--- src/rtl/guess_game_ctrl.sv ---
// Number-guessing game sequencer: loads the secret, accepts one guess per
// button press, tracks attempts and drives the result flags and end states.
module guess_game_ctrl #(
    parameter int MAX_TRIES   = 8,
    parameter int RESULT_HOLD = 50_000_000
) (
    input  logic       clk,
    input  logic       rst,
    input  logic       secret_load,
    input  logic [3:0] secret_value,
    input  logic       guess_submitted,
    input  logic [3:0] player_guess,
    output logic [2:0] state,
    output logic       too_low,
    output logic       too_high,
    output logic       correct,
    output logic [3:0] attempts,
    output logic       busy
);

    localparam int unsigned HW = (RESULT_HOLD > 1) ? $clog2(RESULT_HOLD + 1) : 1;

    typedef enum logic [2:0] {
        IDLE = 3'd0,
        PLAY = 3'd1,
        SHOW = 3'd2,
        WIN  = 3'd3,
        LOSE = 3'd4
    } state_t;

    state_t         state_r, state_n;
    logic [3:0]     secret, secret_n;
    logic           sub_d;
    logic [HW-1:0]  hold_cnt, hold_n;
    logic [3:0]     attempts_n;
    logic           low_n, high_n, correct_n;
    logic           guess_evt;

    assign state     = state_r;
    assign guess_evt = guess_submitted & ~sub_d;

    always_comb begin
        state_n    = state_r;
        secret_n   = secret;
        hold_n     = hold_cnt;
        attempts_n = attempts;
        low_n      = too_low;
        high_n     = too_high;
        correct_n  = correct;

        // A load pre-empts everything, including a guess edge in the same cycle.
        if (secret_load) begin
            secret_n   = secret_value;
            attempts_n = '0;
            low_n      = 1'b0;
            high_n     = 1'b0;
            correct_n  = 1'b0;
            hold_n     = '0;
            state_n    = PLAY;
        end else begin
            case (state_r)
                PLAY: begin
                    if (guess_evt) begin
                        attempts_n = attempts + 4'd1;
                        low_n      = player_guess < secret;
                        high_n     = player_guess > secret;
                        correct_n  = player_guess == secret;
                        if (player_guess == secret) begin
                            state_n = WIN;
                        end else if (attempts + 4'd1 == 4'(MAX_TRIES)) begin
                            state_n = LOSE;
                        end else begin
                            state_n = SHOW;
                            hold_n  = '0;
                        end
                    end
                end
                SHOW: begin
                    if (hold_cnt == HW'(RESULT_HOLD - 1)) begin
                        state_n = PLAY;
                        hold_n  = '0;
                    end else begin
                        hold_n = hold_cnt + 1'b1;
                    end
                end
                default: ;
            endcase
        end
    end

    always_ff @(posedge clk or posedge rst) begin
        if (rst) begin
            state_r  <= IDLE;
            secret   <= '0;
            sub_d    <= 1'b0;
            hold_cnt <= '0;
            attempts <= '0;
            too_low  <= 1'b0;
            too_high <= 1'b0;
            correct  <= 1'b0;
            busy     <= 1'b0;
        end else begin
            state_r  <= state_n;
            secret   <= secret_n;
            sub_d    <= guess_submitted;
            hold_cnt <= hold_n;
            attempts <= attempts_n;
            too_low  <= low_n;
            too_high <= high_n;
            correct  <= correct_n;
            busy     <= (state_n == SHOW);
        end
    end

endmodule

--- config.mk ---
export PLATFORM = sky130hd
export DESIGN_NAME = guess_game_ctrl
export DESIGN_NICKNAME = d
export VERILOG_FILES = /design/src/rtl/guess_game_ctrl.sv
export SDC_FILE = /design/constraint.sdc
export NUM_CORES = 1
export LEC_CHECK = 0
export ABC_AREA = 1
export CAP_MARGIN = 20
export CORE_MARGIN = 4
export CORE_UTILIZATION = 55
export DETAILED_ROUTE_END_ITERATION = 12
export GPL_ROUTABILITY_DRIVEN = 0
export PLACE_DENSITY_LB_ADDON = 0.12
export SETUP_SLACK_MARGIN = 0.05
export SLEW_MARGIN = 20
export SYNTH_ARGS = -nofsm -noshare
export SYNTH_HDL_FRONTEND = slang
export SYNTH_SLANG_ARGS = --single-unit
export TNS_END_PERCENT = 1
--- constraint.sdc ---
create_clock -name clk -period 3.6 [get_ports clk]
set_input_delay 0.54 -clock clk [delete_from_list [all_inputs] [get_ports clk]]
set_output_delay 0.54 -clock clk [all_outputs]
set_load 0.1 [all_outputs]
## Word-level counts from Yosys, hierarchy flattened

Cells that the tools add are included.
W data, S select, Z words.

| operators by class | value |
|---|---|
| bitwise gates (word level) | 2 |
| $add $sub $neg | 2 |
| equal/unequal tests | 9 |
| reduce and logical (&&, ||, !) cells | 5 |
| muxes and demuxes | 24 |
| $lt $le $gt $ge | 2 |
| shift operators | 0 |
| multiply operators | 0 |
| divide/modulo/power cells | 0 |

Operator list:

| kind | number |
|---|---|
| $mux W26 | 5 |
| $pmux W26 S2 | 1 |
| $add A26 B1 Y26 const B | 1 |
| $eq A26 B26 Y1 const B | 1 |
| $mux W3 | 5 |
| $mux W4 | 3 |
| $mux W1 | 9 |
| $ne A3 B3 Y1 const B | 3 |
| $eq A3 B2 Y1 const B | 2 |
| $pmux W3 S2 | 1 |
| $add A4 B1 Y4 const B | 1 |
| $eq A4 B4 Y1 | 1 |
| $eq A4 B4 Y1 const B | 1 |
| $gt A4 B4 Y1 | 1 |
| $lt A4 B4 Y1 | 1 |
| $reduce_and A4 Y1 | 1 |
| $reduce_bool A2 Y1 | 2 |
| $eq A3 B1 Y1 const B | 1 |
| $reduce_bool A3 Y1 | 1 |
| $reduce_and A2 Y1 | 1 |
| $and A1 B1 Y1 | 1 |
| $not A1 Y1 | 1 |

| storage, ports and cells | value |
|---|---|
| bits in latches | 0 |
| register bits after elaboration | 42 |
| input bits | 12 |
| ROM bits | 0 |
| output and inout bits | 11 |
| word-level logic and storage cells | 53 |
| RAM bits | 0 |
| memories kept | 0 |

## Logic depth before layout (Yosys ltp)

Gate-level depths: netlist (run 1).

| logic depth | value |
|---|---|
| depth after elaboration | 8 |
| mapped depth | 12 |
| mapped depth without buffers | 12 |

## Worst setup path after synthesis (run 1)

OpenSTA, ideal clock, no wires.

| path | value |
|---|---|
| path type | register to register |
| from | reg attempts[0] |
| to | reg hold_cnt[8] |
| clock period less this slack | 2.230 ns |
| arrival time | 2.111 ns |
| data required time | 3.481 ns |
| stages on the path, launching flop included | 12 |
| path buffers | 1 |
| library setup time | 0.119 ns |
| path slack | 1.370 ns |
| path through | dfrtp_1 -> ha_1 -> inv_1 -> nand2_1 -> nand2_1 -> nor2_2 -> nand3_2 -> nand2_4 -> nand2_8 -> buf_6 -> a21oi_1 -> nor2_1 |

| between the ends | value |
|---|---|
| word-level cells in the longest chain between the ends | 4 |

Ends and longest elaborated chain:

| item | RTL line | text |
|---|---|---|
| start: declaration | 17 | `output logic [3:0] attempts,` |
| start signal: assignment | 107 | `attempts <= attempts_n;` |
| $add A4 B1 Y4 | 70 | `end else if (attempts + 4'd1 == 4'(MAX_TRIES)) begin` |
| $eq A4 B4 Y1 | 70 |  |
| $ne A3 B3 Y1 (no source line) | n/a |  |
| $reduce_and A4 Y1 (no source line) | n/a |  |
| end signal: assignment | 106 | `hold_cnt <= hold_n;` |
| end: declaration | 34 | `logic [HW-1:0] hold_cnt, hold_n;` |

Every way passes these cells.
A chain may end at the register's enable or synchronous reset.

## Final worst setup path (run 1)

| path | value |
|---|---|
| from | reg attempts[0] |
| to | out attempts[0] |

No word-level cell between the ends.

==> out/metrics.yaml, run 1 <==
logic_synthesis:
  synth_ff_type: "dfrtp_1"
  muxShareOfSynthArea_pct: 0
  synth-compound-area-share_pct: 6.20
  yosysMostFrequentCell: "nand2_1"
  synth-xor-area-share_pct: 1.82
  synth_common_cells: "123 x nand2_1, 42 x dfrtp_1, 42 x nor2_1, 39 x inv_1, 36 x nand3_1"
  synth.avg_cell_area_um2: 7.07
  syn_area_um2: 2880
  yosys.area.top_type_share_pct: 36.4
  yosysTopAreaCell: "dfrtp_1"
  synth_adder_area_share_pct: 3.04
  synth-simple-area-share_pct: 44.1
  ys_ff_latch: 42
  synth_edf_count: 0
  yosysSeqAreaShare_pct: 36.4
  syn_nets: 427
  synthCells: 408
  synth_top_family_by_area: "simple AND/OR/NAND/NOR gates"
  netlist_top_cells_area: "dfrtp_1 36%, nand2_1 16%, nand3_1 6.2%"
  synth_warnings: 0
  synth_cell_type_count: 34
  synth-async-reset-ratio_pct: 100
cts:
  cts_resized: 0
  cts_buffer_depth: 2
  insertion_delay_ps: 300
  clock-root-buffer: "clkbuf_8"
  numCtsBuffers: 5
  clkTransAtPathRegs_ps: 90
  hold_buffers: 0
  cts_tree: "yes"
  ctsHtreeMaxLevel: 2
  post-cts-setup-buffers: 0
  cts_sinks: 42
cells_and_area:
  fin_area_um2: 3240
  fin_nets: 451
  area_delta_synth_final_pct: 12.5
  drive_above_1_share_pct: 14.5
  antenna_cells: 0
power:
  p_leak_nw: 1.38
  p_per_area_nw_per_um2: 317
  ir_drop_mv: 0.239
floorplan:
  die_y_um: 80.4
  die_w_um: 80.4
  rows: 26
  start_util_pct: 56.5
  core-area_um2: 5110
  io_pins: 23
  die-area_um2: 6470
sta:
  fin_tns_setup_ps: 0
  rsz0062_at_grt: "no"
  slew_violations: 0
  fmax_ghz: 0.400
  skew_ps: 2.31
  layout_worst_path_cycle_share_pct: 69.4
  setup_viol: 0
  layout_min_cycle_time_ps: 2500
  hold_viol_final: 0
  slew_headroom_pct: 34.8
  worst_pin_slew_ps: 975
critical_path:
  slowest_delay_ps: 1180
  cp_cell_sequence: "clkdlybuf4s50_1"
  crit_family: "buffers and inverters"
  cp_num_buf_inv: 1
  end_kind: "primary output"
  path_max_fanout: 7
  start_kind: "flop"
  required_ps: 3060
  cp.arrival_ps: 1960
  cp_slowest_cell: "clkdlybuf4s50_1"
  worstSetupPathType: "flop to primary output"
placed_design:
  port_buffers: 22
  post_dp_cell_area_um2: 3150
  dp_hpwl_um: 5030
detailed_routing:
  highest_layer: "met4"
  drt-wirelength-per-cell_um: 13.0
  dr_wl_met2_um: 3260
  via_per_inst: 5.18
  dr.pass1.iters: 4
  drt.antenna.violating_nets: 0
  num_vias: 2607
  drtIter0Drc: 169
  met1_length_um: 2880
  wirelength_um: 6550
  drcViolationCount: 0
  met3WireLength_um: 283
min_path:
  hp-class: "flop to flop"
grt:
  globalRouteTotalUtil_pct: 23.2
  antenna_found_initial: 0
  overflow: 0
  grt_pass1_wl_um: 11800
  grt_max_degree: 29
  grt_pass1_vias: 2621
run_status:
  run_status: "finished clean"
job:
  maxCapViolations: 0
power by group:
| group | total [mW] | switching [mW] | internal, mW |
|---|---|---|---|
| combinational | 0.217 | 0.158 | 0.0588 |
| sequential | 0.498 | 0.0129 | 0.485 |
| clock | 0.314 | 0.177 | 0.136 |
| total | 1.03 | 0.348 | 0.680 |
through the flow:
step	hold slack (ps)	std cells	setup slack, ps	utilization [%]	total power [mW]
3_3_place_gp	470	495	1250	61.8	0.724
2_1_floorplan	446	408	1370	-	0.674
3_5_place_dp	467	495	1220	61.8	0.726
4_1_cts	492	503	1090	63.5	1.04
6_report	489	503	1100	63.5	1.03
5_1_grt	520	503	1060	63.5	1.08
cell usage in the layout, fill, tap and decap left out, types with 2 or more instances in the layout:
cell type and n:
o21ai_0 15, nor3_1 8, a21oi_1 8, dfrtp_1 42, buf_4 3, nor2_2 11, xnor2_1 2, nand2_1 123
nand3_1 36, nor2_4 7, clkbuf_8 5, o21ai_1 6, nand4_1 9, clkdlybuf4s50_1 22, nor2_1 42, xor2_1 4
clkinv_1 2, ha_1 7, nand2_2 15, nand3_2 6, inv_2 7, inv_1 38
cell type report:
class / count / area (um2)
clock buffers: 5 / 68.8
clock inverters: 3 / 21.3
flip-flops and latches: 42 / 1050
well taps: 70 / 87.6
inverters: 48 / 183
repair buffers: 25 / 243
fillers: 507 / 1860
multi-input cells: 310 / 1590
metal layers:
layer | vias to the layer above | track usage, %
li1 | 1342 | -
met1 | 1198 | 28.8
met2 | 54 | 41.1
met3 | 13 | 3.70
met4 | 0 | 6.93
met5 | - | 0
sequential cells by signal (all words and copies together), names as in the netlist:
name / flops
too_low: 1
busy: 1
too_high: 1
correct: 1
sub_d: 1
attempts: 4
hold_cnt: 26
state: 3
secret: 4
worst paths after layout:
kind,from,to,slack [ps],cells after the start
min,secret[0],secret[0],490,2
min in group asynchronous,rst,hold_cnt[5],620,2
min reg2reg,secret[0],secret[0],490,2
max,attempts[0],attempts[0],1100,1
max in group asynchronous,rst,hold_cnt[11],2350,3
max reg2reg,hold_cnt[0],hold_cnt[17],1670,8
cells by family after synthesis:
group	after synthesis
buf+inv	56
fa+ha+maj	7
flops	42
simple gates	264
xor+xnor	6
compound gates	33
No activity file was read; power rests on OpenSTA's default activity.
==> inputs of run 2 (changes only) <==
Settings changed: CORE_UTILIZATION 55 to 53.
Clock period 3.6 ns to 2.1 ns, I/O delays scaled along.
==> run 2 against run 1 <==
  * Sequential cell count unchanged
  * Sequential power increased by 71%
  * First-iteration DRC count is 59% higher
  * Register-to-register slack worse by 1300 ps
  * Combinational power is 77% higher
  * Wire length up 4.8%
  * Clock-buffer cell count grew 1
  * Non-clock buffer count up 9
  * Clock power is 110% higher
  * Sequential share of layout area shrank 0.54 points
  * Global-route usage is 0.25 points lower
  * Die area grew 3.4%
  * Critical path type is now primary input to flop
  * Critical endpoint is now hold_cnt[9]
==> out/metrics.yaml, run 2 (synthesized netlist as in run 1, its figures left out) <==
detailed_routing:
  num_vias: 2658  # +2.0%
  drtIter0Drc: 269  # +59%
  drcViolationCount: 0  # unchanged
  drt.antenna.violating_nets: 0  # unchanged
  wirelength_um: 6860  # +4.8%
  via_per_inst: 5.19  # +0.16%
  drt-wirelength-per-cell_um: 13.4  # +3.0%
  dr.pass1.iters: 5  # +1
cells_and_area:
  antenna_cells: 0  # unchanged
  utilization_pct: 63.5  # about the same
  layout_commonest_cell: "nand2_1"
  most-common-layout-cells: "123 x nand2_1, 42 x nor2_1, 40 x dfrtp_1"
  top_register: "hold_cnt"
  area_delta_synth_final_pct: 14.7
  fin_nets: 460  # +2.0%
  top_regs: "hold_cnt: 26 flops, attempts: 4 flops, secret: 4 flops"
  drive_above_1_share_pct: 18.8  # +4.2 points
  largest_reg_flops: 26  # unchanged
grt:
  grt_pass1_vias: 2550  # -2.7%
  overflow: 0  # unchanged
  globalRouteTotalUtil_pct: 22.9  # -0.25 points
  grt_pass1_wl_um: 11800  # +0.59%
  grt_max_degree: 19  # -34%
  antenna_found_initial: 0  # unchanged
  grtUsageMet2_pct: 35.5  # -5.7 points
  use_met3_pct: 3.73  # +0.029 points
  grt_use_met1_pct: 33.2  # +4.5 points
  gr-max-usage-layer: "met2"
cts:
  numCtsBuffers: 5  # unchanged
  cts_sinks: 42  # unchanged
  hold_buffers: 0  # unchanged
  post-cts-setup-buffers: 0  # unchanged
  cts_buffer_depth: 2  # unchanged
  clkTransAtPathRegs_ps: 80  # about the same
  insertion_delay_ps: 290  # about the same
  cts_tree: "yes"
  cts_resized: 0  # unchanged
  clock-root-buffer: "clkbuf_8"
  ctsHtreeMaxLevel: 2  # unchanged
floorplan:
  rows: 26  # unchanged
  die-area_um2: 6690  # +3.4%
  core-area_um2: 5200  # +1.9%
  io_pins: 23  # unchanged
  die_w_um: 81.8  # +1.7%
  die_y_um: 81.8  # +1.7%
  start_util_pct: 55.4  # -1.1 points
critical_path:
  end_kind: "flop"
  crit_cells: 11  # +10
  worstSetupPathType: "primary input to flop"
  critPathMostFrequentCell: "nand2_2"
  slowest_delay_ps: 460  # -720 ps
  cp_num_buf_inv: 3  # +2
  cp.arrival_ps: 1980  # +20 ps
  cp_slowest_cell: "clkdlybuf4s50_1"
  crit_family: "buffers and inverters"
  cp_cell_sequence: "clkdlybuf4s50_1 > inv_1 > ha_1 > nand4_1 > nand2_2 > nand2_2 > nand2_4 > nand2_8 > inv_4 > nand2_1 > o31ai_2"
  required_ps: 2300  # -760 ps
  path_max_fanout: 18  # +11
  reg2reg_depth: 10  # +2
  regToRegSetupSlack_ps: 400  # -1270 ps
  start_kind: "primary input"
sta:
  skew_ps: 4.93  # +2.62 ps
  fmax_ghz: 0.563
  layout_min_cycle_time_ps: 1780
  fin_tns_setup_ps: 0  # unchanged
  hold_viol_final: 0  # unchanged
  setup_viol: 0  # unchanged
  slew_violations: 0  # unchanged
  slew_headroom_pct: 65.9  # +31 points
  worst_pin_slew_ps: 508  # -466 ps
  layout_worst_path_cycle_share_pct: 84.5
  rsz0062_at_grt: "no"
placed_design:
  port_buffers: 22  # unchanged
  dp_hpwl_um: 5400  # +7.4%
job:
  maxCapViolations: 0  # unchanged
run_status:
  run_status: "finished clean"
power:
  ir_drop_mv: 0.351  # +47%
  p_leak_nw: 1.45  # +4.8%
  p_per_area_nw_per_um2: 569  # +79%
min_path:
  hp-class: "primary input to asynchronous set/reset pin"
==> run 2: stage by stage <==
stage / setup WS [ps] / std cells / power, mW / area [um2] / hold WS [ps]
floorplan: 113 / 408 / 1.16 / 2890 / 346
detailed placement: 16.4 / 504 / 1.25 / 3200 / 475
global route: 171 / 512 / 1.96 / 3310 / 313
finish: 325 / 512 / 1.88 / 3310 / 294
CTS: 331 / 512 / 1.90 / 3310 / 304
global placement: 86.7 / 504 / 1.25 / 3200 / 476
==> run 2: area by class of cell <==
cell class	count	area (um2)
Multi-Input combinational cell	310	1590
Timing Repair Buffer	34	283
Sequential cell	42	1050
Clock inverter	2	37.5
Clock buffer	6	72.6
Tap cell	70	87.6
Fill cell	474	1900
Inverter	48	183
==> run 2: final timing paths <==
check	from	end
min reg2reg	secret[0]	secret[0]
min in group clk	guess_submitted	sub_d
max in group asynchronous	rst	hold_cnt[12]
max reg2reg	attempts[0]	hold_cnt[9]
min	rst	secret[1]
max	player_guess[0]	hold_cnt[9]
==> run 2: metal layers <==
layer	vias to the layer above	share of wire (%)
met5	-	0
met1	1196	48
met3	14	7.4
li1	1357	-
met2	91	43
met4	0	1.7
==> run 2: worst register-to-register path, cell delays in order, from the launching register on <==
cell and delay (ps):
dfrtp_2 460, ha_1 230, nand2_1 70, nand2_1 80
nor2_2 130, nand3_2 110, nand2_4 100, nand2_8 110
inv_4 180, nand2_1 100, o31ai_2 60
==> run 2: where the power goes <==
part / leakage (nW) / switching (mW) / total (mW) / internal (mW)
combinational: 0.831 / 0.280 / 0.385 / 0.105
clock: 0.0514 / 0.289 / 0.644 / 0.355
sequential: 0.568 / 0.0202 / 0.853 / 0.832
==> inputs of run 3 (changes only) <==
Clock period 2.1 ns to 1.6 ns, I/O delays scaled along.
==> run 3 against run 2 <==
  * The run now ends with negative setup slack left
  * Critical endpoint is now hold_cnt[20]
  * Utilization is 13 points higher
  * Sequential share of layout area shrank 4.9 points
  * Clock-buffer cell count rose by 1
  * Total power grew 46%
  * Register-to-register slack got worse by 480 ps
  * Sequential cell count is the same
  * Largest cell class unchanged
  * Sequential power rose by 32%
  * Setup slack lost 410 ps
==> out/metrics.yaml, run 3 (synthesized netlist as in run 1, its figures left out) <==
run_status:
  run_status: "finished, violations left"
  violations: "negative setup slack"
cts:
  cts_sinks: 42  # unchanged
  cts_buffer_depth: 2  # unchanged
  cts_tree: "yes"
  insertion_delay_ps: 300  # about the same
  clkTransAtPathRegs_ps: 80  # about the same
  clock-root-buffer: "clkbuf_8"
  numCtsBuffers: 5  # unchanged
  ctsHtreeMaxLevel: 2  # unchanged
power:
  power_frac_clock_pct: 32.3  # -1.9 points
  power.share.sequential_pct: 41.3  # -4.0 points
  power.internal_mw: 1.89  # +46%
  switching_share_pct: 31.3  # -0.033 points
  ir_drop_mv: 0.464  # +32%
  combPwrFrac_pct: 26.4  # +5.9 points
  p_leak_nw: 1.68  # +16%
  p_per_area_nw_per_um2: 689  # +21%
  p_sw_uw: 858  # +46%
  power_mw: 2.74  # +46%
floorplan:
  io_pins: 23  # unchanged
  start_util_pct: 55.4  # unchanged
  core-area_um2: 5200  # unchanged
  rows: 26  # unchanged
  die-area_um2: 6690  # unchanged
  die_y_um: 81.8  # unchanged
  die_w_um: 81.8  # unchanged
placed_design:
  post-place-ws_ps: -338  # -354 ps
  port_buffers: 22  # unchanged
  dp_hpwl_um: 5760  # +6.6%
grt:
  globalRouteTotalUtil_pct: 26.2  # +3.2 points
  grt_pass1_vias: 2852  # +12%
  antenna_found_initial: 0  # unchanged
  grt_pass1_wl_um: 13400  # +13%
  overflow: 0  # unchanged
  grt_max_degree: 43  # +24
detailed_routing:
  drt.antenna.violating_nets: 0  # unchanged
  met1_length_um: 3520  # +7.3%
  wirelength_um: 8470  # +23%
  via_per_inst: 5.50  # +5.9%
  drt-wirelength-per-cell_um: 15.5  # +16%
  met3WireLength_um: 724  # +43%
  dr.pass1.iters: 4  # -1
  num_vias: 3008  # +13%
  drcViolationCount: 0  # unchanged
  dr_wl_met2_um: 4010  # +36%
  drtIter0Drc: 395  # +47%
  highest_layer: "met4"
sta:
  skew_ps: 12.6  # +7.64 ps
  fin_tns_setup_ps: -293  # -293 ps
  setup_slack_ps: -83.3  # -408 ps
  setup_viol: 15  # +15
  layout_worst_path_cycle_share_pct: 105
  worst_pin_slew_ps: 293  # -215 ps
  hold_viol_final: 0  # unchanged
  slew_headroom_pct: 80.2  # +14 points
  rsz0062_at_grt: "yes"
  layout_min_cycle_time_ps: 1680
  fmax_ghz: 0.594
  slew_violations: 0  # unchanged
critical_path:
  cp.arrival_ps: 1900  # -80 ps
  start_kind: "flop"
  reg2reg_depth: 9  # -1
  cp_slowest_cell: "dfrtp_1"
  cp_num_buf_inv: 1  # -2
  cp_cell_sequence: "ha_1 > nand4_1 > nand2_2 > nand2_4 > nand2_8 > nand2_8 > buf_6 > nand3_2 > a21oi_2"
  crit_family: "simple AND/OR/NAND/NOR gates"
  required_ps: 1820  # -480 ps
  worstSetupPathType: "flop to flop"
  regToRegSetupSlack_ps: -80  # -480 ps
  reg2reg_from: "secret[0]"
  crit_cells: 9  # -2
  path_max_fanout: 6  # -12
  critPathMostFrequentCell: "nand2_8"
  end_kind: "flop"
  reg2reg_to: "hold_cnt[20]"
  slowest_delay_ps: 410  # -50 ps
cells_and_area:
  largest_reg_flops: 26  # unchanged
  area_delta_synth_final_pct: 38.0
  layout_commonest_cell: "nand2_1"
  top_regs: "hold_cnt: 26 flops, attempts: 4 flops, secret: 4 flops"
  top_register: "hold_cnt"
  drive_above_1_share_pct: 35.0  # +16 points
  fin_nets: 495  # +7.6%
  most-common-layout-cells: "112 x nand2_1, 39 x nor2_1, 36 x buf_4"
  antenna_cells: 0  # unchanged
min_path:
  hp-class: "primary input to asynchronous set/reset pin"
job:
  maxCapViolations: 0  # unchanged
run 3: cell count changes in the layout (fill, tap and decap cells not counted), sizes merged:
cell	before	now
nor2	60	61
nand2	140	142
clkdlybuf4s50	11	10
clkinvlp	1	0
buf	23	54
clkbuf	6	7
dlymetal6s2s	0	1
clkinv	3	4
run 3: worst min-delay path: cells and delay by family:
| kind | cells | cell delay (ps) |
|---|---|---|
| buf+inv | 3 | 730 |
run 3: through the flow:
step	instances	cell area, um2	hold WS [ps]	utilization, %
2_1_floorplan	408	2910	271	-
3_3_place_gp	522	3510	472	67.4
3_5_place_dp	522	3510	493	67.4
4_1_cts	536	3750	299	72.1
5_1_grt	547	3980	326	76.5
6_report	547	3980	287	76.5
run 3: worst max path at each step:
stage | to | start | slack, ps
floorplan | hold_cnt[8] | attempts[1] | -140
global placement | hold_cnt[9] | player_guess[0] | -280
detailed placement | hold_cnt[20] | player_guess[0] | -340
CTS | hold_cnt[20] | attempts[0] | -40
global route | hold_cnt[20] | secret[0] | -170
finish | hold_cnt[20] | secret[0] | -80
run 3: layout make-up:
type | instances | area, um2
multi-input cells | 313 | 1810
repair inverters | 1 | 8.76
inverters | 48 | 193
flip-flops and latches | 42 | 1070
clock buffers | 7 | 86.3
repair buffers | 65 | 691
fillers | 369 | 1220
clock inverters | 1 | 30.0
well taps | 70 | 87.6
run 3: layer usage:
| metal | GRT usage [%] | up-vias |
|---|---|---|
| li1 | - | 1433 |
| met2 | 42.5 | 120 |
| met5 | 0 | - |
| met1 | 35.5 | 1428 |
| met3 | 5.48 | 27 |
| met4 | 6.64 | 0 |
run 3: timing repair:
action	4_1_cts	5_1_grt
pin swaps	8	20
gates resized for setup	19	45
setup endpoints to repair	25	30
setup buffers	4	9
hold buffers	0	0
gates cloned	2	2
run 3: power by group through the flow:
| stage | sequential [mW] | clock [mW] | combinational [mW] |
|---|---|---|---|
| 3_3_place_gp | 1.15 | 0 | 0.601 |
| 5_1_grt | 1.14 | 0.938 | 0.777 |
| 3_5_place_dp | 1.15 | 0 | 0.612 |
| 2_1_floorplan | 1.29 | 0 | 0.236 |
| 6_report | 1.13 | 0.885 | 0.725 |
| 4_1_cts | 1.13 | 0.896 | 0.675 |
